`config.mk`:
```
export PLATFORM = sky130hd
export DESIGN_NAME = ss_apb_timeout_bridge
export DESIGN_NICKNAME = d
export VERILOG_FILES = /design/src/rtl/ss_apb_timeout_bridge.sv
export SDC_FILE = /design/constraint.sdc
export NUM_CORES = 1
export LEC_CHECK = 0
export CAP_MARGIN = 30
export CORE_MARGIN = 4
export CORE_UTILIZATION = 30
export DETAILED_ROUTE_END_ITERATION = 8
export REMOVE_ABC_BUFFERS = 1
export SLEW_MARGIN = 30
export SYNTH_ARGS = -nofsm -noshare
export SYNTH_HDL_FRONTEND = slang
export SYNTH_SLANG_ARGS = --single-unit
```
`constraint.sdc`:
```
create_clock -name clk_in -period 10.7 [get_ports clk_in]
set_input_delay 2.14 -clock clk_in [delete_from_list [all_inputs] [get_ports clk_in]]
set_output_delay 2.14 -clock clk_in [all_outputs]
set_load 0.02 [all_outputs]
```
`src/rtl/ss_apb_timeout_bridge.sv`:
```
// APB pass-through bridge that forces a PSLVERR response when the downstream slave never completes.
// Optional macro SS_APB_ERR_ADDR_CAPTURE_EN adds a register holding the address of the last timeout.
module ss_apb_timeout_bridge #(
    parameter int                ADDR_W         = 32,
    parameter int                DATA_W         = 32,
    parameter int                TIMEOUT_CYCLES = 256,
    parameter logic [DATA_W-1:0] ERR_DATA       = 32'hDEAD_BEEF
) (
    input  logic              clk_in,
    input  logic              reset_int,
    input  logic [ADDR_W-1:0] s_paddr,
    input  logic              s_psel,
    input  logic              s_penable,
    input  logic              s_pwrite,
    input  logic [DATA_W-1:0] s_pwdata,
    output logic [DATA_W-1:0] s_prdata,
    output logic              s_pready,
    output logic              s_pslverr,
    output logic [ADDR_W-1:0] m_paddr,
    output logic              m_psel,
    output logic              m_penable,
    output logic              m_pwrite,
    output logic [DATA_W-1:0] m_pwdata,
    input  logic [DATA_W-1:0] m_prdata,
    input  logic              m_pready,
    input  logic              m_pslverr,
    input  logic              ss_en,
    input  logic              irq_en,
    input  logic              irq_clr,
    output logic              timeout_irq,
    output logic [7:0]        timeout_count,
    output logic [ADDR_W-1:0] err_addr
);

    typedef enum logic [1:0] {
        IDLE     = 2'd0,
        M_SETUP  = 2'd1,
        M_ACCESS = 2'd2,
        RESP     = 2'd3
    } state_t;

    localparam logic [15:0] LP_LAST = 16'(TIMEOUT_CYCLES - 1);

    state_t            r_state;
    state_t            w_next;
    logic [15:0]       r_cnt;
    logic [DATA_W-1:0] r_rdata;
    logic              r_err;
    logic              r_sticky;
    logic [7:0]        r_tcount;
    logic [ADDR_W-1:0] r_paddr;
    logic              r_pwrite;
    logic [DATA_W-1:0] r_pwdata;
    logic              w_start;
    logic              w_timeout;
    logic              w_resp;

    // Handshake: a transfer starts on an upstream setup phase (psel=1, penable=0) seen in IDLE;
    // it completes when s_pready pulses for exactly one cycle, and downstream completes on m_pready.
    always_comb begin
        w_next    = r_state;
        w_start   = 1'b0;
        w_timeout = 1'b0;
        case (r_state)
            IDLE: begin
                if (s_psel && !s_penable) begin
                    w_start = 1'b1;
                    w_next  = ss_en ? M_SETUP : RESP;
                end
            end
            M_SETUP: w_next = M_ACCESS;
            M_ACCESS: begin
                if (m_pready) begin
                    w_next = RESP;
                end else if (r_cnt == LP_LAST) begin
                    w_timeout = 1'b1;
                    w_next    = RESP;
                end
            end
            RESP:    w_next = IDLE;
            default: w_next = IDLE;
        endcase
    end

    always_ff @(posedge clk_in or posedge reset_int) begin
        if (reset_int) begin
            r_state <= IDLE;
        end else begin
            r_state <= w_next;
        end
    end

    // Response data is prepared before RESP so the upstream outputs come straight from registers.
    always_ff @(posedge clk_in or posedge reset_int) begin
        if (reset_int) begin
            r_cnt    <= '0;
            r_rdata  <= '0;
            r_err    <= 1'b0;
            r_paddr  <= '0;
            r_pwrite <= 1'b0;
            r_pwdata <= '0;
        end else begin
            if (w_start) begin
                r_paddr  <= s_paddr;
                r_pwrite <= s_pwrite;
                r_pwdata <= s_pwdata;
                r_rdata  <= ERR_DATA;
                r_err    <= 1'b1;
            end
            if (r_state == M_SETUP) begin
                r_cnt <= '0;
            end
            if (r_state == M_ACCESS) begin
                if (m_pready) begin
                    r_err <= m_pslverr;
                    if (m_pslverr) begin
                        r_rdata <= ERR_DATA;
                    end else if (r_pwrite) begin
                        r_rdata <= '0;
                    end else begin
                        r_rdata <= m_prdata;
                    end
                end else if (w_timeout) begin
                    r_err   <= 1'b1;
                    r_rdata <= ERR_DATA;
                end else begin
                    r_cnt <= r_cnt + 16'd1;
                end
            end
        end
    end

    // A timeout in the same cycle as irq_clr keeps the flag set.
    always_ff @(posedge clk_in or posedge reset_int) begin
        if (reset_int) begin
            r_sticky <= 1'b0;
            r_tcount <= '0;
        end else begin
            if (w_timeout) begin
                r_sticky <= 1'b1;
            end else if (irq_clr) begin
                r_sticky <= 1'b0;
            end
            if (w_timeout && (r_tcount != 8'hFF)) begin
                r_tcount <= r_tcount + 8'd1;
            end
        end
    end

`ifdef SS_APB_ERR_ADDR_CAPTURE_EN
    logic [ADDR_W-1:0] r_err_addr;

    always_ff @(posedge clk_in or posedge reset_int) begin
        if (reset_int) begin
            r_err_addr <= '0;
        end else if (w_timeout) begin
            r_err_addr <= r_paddr;
        end
    end

    assign err_addr = r_err_addr;
`else
    assign err_addr = '0;
`endif

    assign w_resp        = (r_state == RESP);
    assign s_pready      = w_resp;
    assign s_pslverr     = w_resp & r_err;
    assign s_prdata      = w_resp ? r_rdata : '0;
    assign m_psel        = (r_state == M_SETUP) || (r_state == M_ACCESS);
    assign m_penable     = (r_state == M_ACCESS);
    assign m_paddr       = r_paddr;
    assign m_pwrite      = r_pwrite;
    assign m_pwdata      = r_pwdata;
    assign timeout_irq   = r_sticky & irq_en;
    assign timeout_count = r_tcount;

endmodule

```
After elaboration in Yosys (flattened, before gate mapping) --
Cells that the tools add are included.
Storage, ports and cells: output and inout port bits 142, register bits 125, logic and storage cells 54, input bits 106
Cells by class: bitwise gates (word level) 2, mux-type cells 27, eq/ne operators 7, $add $sub $neg 2, reduce and logical (&&, ||, !) cells 7
Operator list (number):
- $mux 32 | 7
- $mux 16 | 4
- $add 16x1->16 const B | 1
- $eq 16x8->1 const B | 1
- $mux 1 | 11
- $add 8x1->8 const B | 1
- $mux 2 | 4
- $ne 8x8->1 const B | 1
- $pmux 2 s4 | 1
- $eq 2x2->1 const B | 2
- $ne 3x1->1 const B | 1
- $and 1x1->1 | 2
- $eq 2x1->1 const B | 1
- $logic_and 1x1->1 | 2
- $logic_not 2->1 | 1
- $ne 2x2->1 const B | 1
- $reduce_and 2->1 | 1
- $reduce_bool 2->1 | 1
- $logic_not 1->1 | 1
- $logic_or 1x1->1 | 1

Longest topological paths before layout --
depth after elaboration 8, depth in mapped cells 8, gate-level depth less buffers 7

Worst setup path before layout --
Ideal clock, no wire load.
path kind input-to-output, from input irq_en, to output timeout_irq, arrival 2.350 ns, slack 6.210 ns, stages on the path 1, cells stage by stage and2_1
Between the ends: word-level cells in the longest chain between the ends 1
Ends and longest elaborated chain:
- start, declared | RTL line 28 | input logic irq_en,
- $and 1x1->1 | RTL line 175 | assign timeout_irq = r_sticky & irq_en;
- end, declared | RTL line 30 | output logic timeout_irq,
Every way passes these cells.

Worst setup path in the final report --
Same ends and word-level chain as after synthesis.

==> impl_metrics.env <==
export IMPL_ff2ff_path_depth=5
export IMPL_die_area_um2=21200
export IMPL_finalCritPeriodShare=0.507
export IMPL_route_detailed_drc=0
export IMPL_worst_clock_skew_ps=9.77
export IMPL_grt_pass1_vias=4593
export IMPL_tightest_slew_ps=887
export IMPL_synth_cell_type_count=43
export IMPL_filler_cell_count=1684
export IMPL_p_per_area_nw_per_um2=281
export IMPL_wl_per_cell_um=15.9
export IMPL_clock_latency_ps=400
export IMPL_post_cts_buffers=0
export IMPL_cts_root_buf="clkbuf_16"
export IMPL_clk_pin_slew_ps=50
export IMPL_crit_type="in -> out"
export IMPL_status="finished clean"
export IMPL_synthAdderAreaFrac=0.0132
export IMPL_yosys_area_share_xor_xnor=0.00925
export IMPL_maxCapViolations=0
export IMPL_ys_async_sr_fraction=1.00
export IMPL_synth_top_area_share=0.550
export IMPL_globalplace_congestion=0.806
export IMPL_setup_tns_ps=0
export IMPL_rsz0062_at_grt="false"
export IMPL_ys_seq_elements=125
export IMPL_dp_hpwl_um=11000
export IMPL_crit_arrival_ps=3280
export IMPL_firstDrtPassIters=4
export IMPL_hold_ws_ps=493
export IMPL_power_total_mw=2.41
export IMPL_worstHoldPathCells=1
export IMPL_postCtsHoldBufs=0
export IMPL_cp_data_required_time_ps=8560
export IMPL_antenna_found_initial=0
export IMPL_die_x_um=146
export IMPL_yosysMostFrequentCell="dfrtp_1"
export IMPL_synth_compound_area_share=0.0907
export IMPL_drive_above_1_share=0.159
export IMPL_grt_pass1_wl_um=24500
export IMPL_cts_sink_count=125
export IMPL_via_per_inst=4.56
export IMPL_post_cts_resized=0
export IMPL_synth_ff_type="dfrtp_1"
export IMPL_antennaDiodeCount=0
export IMPL_synth_simple_area_share=0.138
export IMPL_drtIter0Drc=128
export IMPL_fin_crit_ps=5420
export IMPL_max_freq_ghz=0.184
export IMPL_p_leak_nw=3.63
export IMPL_syn_area_per_cell_um2=12.1
export IMPL_ir_worst_vdd_v=0.000135
export IMPL_io_pins=248
export IMPL_max_slew_margin_rel=0.409
export IMPL_start_util=0.305
export IMPL_synth_common_cells="dfrtp_1 (125), mux2_2 (65), and2_1 (36)"
export IMPL_grt_overflow=0
export IMPL_clockBufferDepth=2
export IMPL_htree_levels=4
export IMPL_grt_start_max_net_pins=75
export IMPL_tritoncts="done"
export IMPL_syn_area_um2=5680
export IMPL_drv_slew=0
export IMPL_cp_max_fo=1
export IMPL_core_um2=18600
export IMPL_setup_violations=0
export IMPL_syn_to_final_growth_pct=50.8
export IMPL_finalHoldViolations=0
export IMPL_start_kind="input pin"
export IMPL_synth_edf_count=0
export IMPL_ys_top_cells_by_area="dfrtp_1 (55%), mux2_2 (13%), buf_4 (4.2%)"
export IMPL_ant_nets=0
export IMPL_synthMuxAreaShare=0.135
export IMPL_port_buffers=215
export IMPL_vias=4244
export IMPL_seq_area_frac_synth=0.550
export IMPL_min_path_type="reg -> reg"
export IMPL_endpoint_kind="primary output"
export IMPL_yosys_warnings=0
export IMPL_num_rows=50
export IMPL_cts_buffers=17
export IMPL_synth_top_area_cell="dfrtp_1"
export IMPL_syn_inst=469
export IMPL_synth_top_family_by_area="simple AND/OR/NAND/NOR gates"
export IMPL_grt_usage=0.142
export IMPL_wl_um=14800
export IMPL_final_net_count=796
export IMPL_die_height_um=146
==> through the flow <==
stage	setup WS, ps	std cells	utilization	area, um2
after global placement	5250	897	0.425	7930
after detailed placement	5270	899	0.426	7950
after CTS	5270	931	0.459	8560
after floorplan	5230	446	-	5460
final	5280	931	0.460	8570
after global routing	5240	931	0.460	8570
==> worst paths after layout <==
| check | start | end | slack (ps) |
|---|---|---|---|
| setup / recovery | irq_en | timeout_irq | 5280 |
| hold / removal | r_err | r_err | 490 |
| setup reg to reg | r_cnt[9] | r_rdata[28] | 8020 |
| hold reg to reg | r_err | r_err | 490 |
| max in group asynchronous | reset_int | m_paddr[20] | 7380 |
| min in group asynchronous | reset_int | m_pwdata[17] | 2180 |
==> layer usage <==
| metal | up-vias | global-route usage | wire length, um |
|---|---|---|---|
| met1 | 2087 | 0.167 | 6290 |
| met5 | - | 0 | 0 |
| met3 | 11 | 0.0483 | 806 |
| met4 | 0 | 0.0342 | 171 |
| li1 | 2010 | - | - |
| met2 | 136 | 0.249 | 7570 |
==> final cells by class <==
type / count / area [um2] / share of cell area
Sequential cell: 125 / 3130 / 0.365
Multi-Input combinational cell: 315 / 2320 / 0.271
Timing Repair Buffer: 219 / 2190 / 0.256
Clock buffer: 19 / 443 / 0.0517
Tap cell: 234 / 293 / 0.0342
Clock inverter: 13 / 166 / 0.0194
Inverter: 6 / 25.0 / 0.00292
==> registers in the layout, indices dropped and copies added (netlist names) <==
register and flops:
r_rdata 32, timeout_count 8, r_cnt 16, r_state 2, m_paddr 32, m_pwrite 1
m_pwdata 32, r_sticky 1, r_err 1
==> power by group <==
group,switching [mW],leakage (nW),total (mW),internal (mW)
logic,0.515,1.82,1.06,0.550
registers,0.104,1.51,0.759,0.654
clock network,0.211,0.290,0.584,0.373
==> placed cells by master, fill, tap and decap left out, types with 3 or more instances in the layout <==
cell type / instances
bufinv_16: 3
buf_6: 3
o21ai_0: 15
nor3_1: 9
inv_1: 5
ha_1: 5
xor2_1: 4
a21o_1: 7
clkinv_4: 4
conb_1: 32
nand2_1: 18
and3_1: 4
dfrtp_1: 125
and2_1: 36
a22o_1: 10
nand2b_1: 3
nor2_1: 12
nand4_1: 7
clkinvlp_4: 3
nor2b_1: 26
mux2_2: 65
clkdlybuf4s50_1: 215
clkbuf_16: 17
o22a_1: 24
nand3_1: 7
==> logic make-up (layout without fill, tap and decap cells) <==
logic type,after synthesis,in the layout
buf+inv,60,257
flops,125,125
xor+xnor,6,6
mux,68,68
other cells,1,32
simple gates,135,135
compound gates,68,68
fa+ha+maj,6,6
==> critical path, stage by stage <==
cell             delay (ps)
clkdlybuf4s50_1         440
and2_1                  110
clkdlybuf4s50_1         590
(Power assumes the default switching activity.)
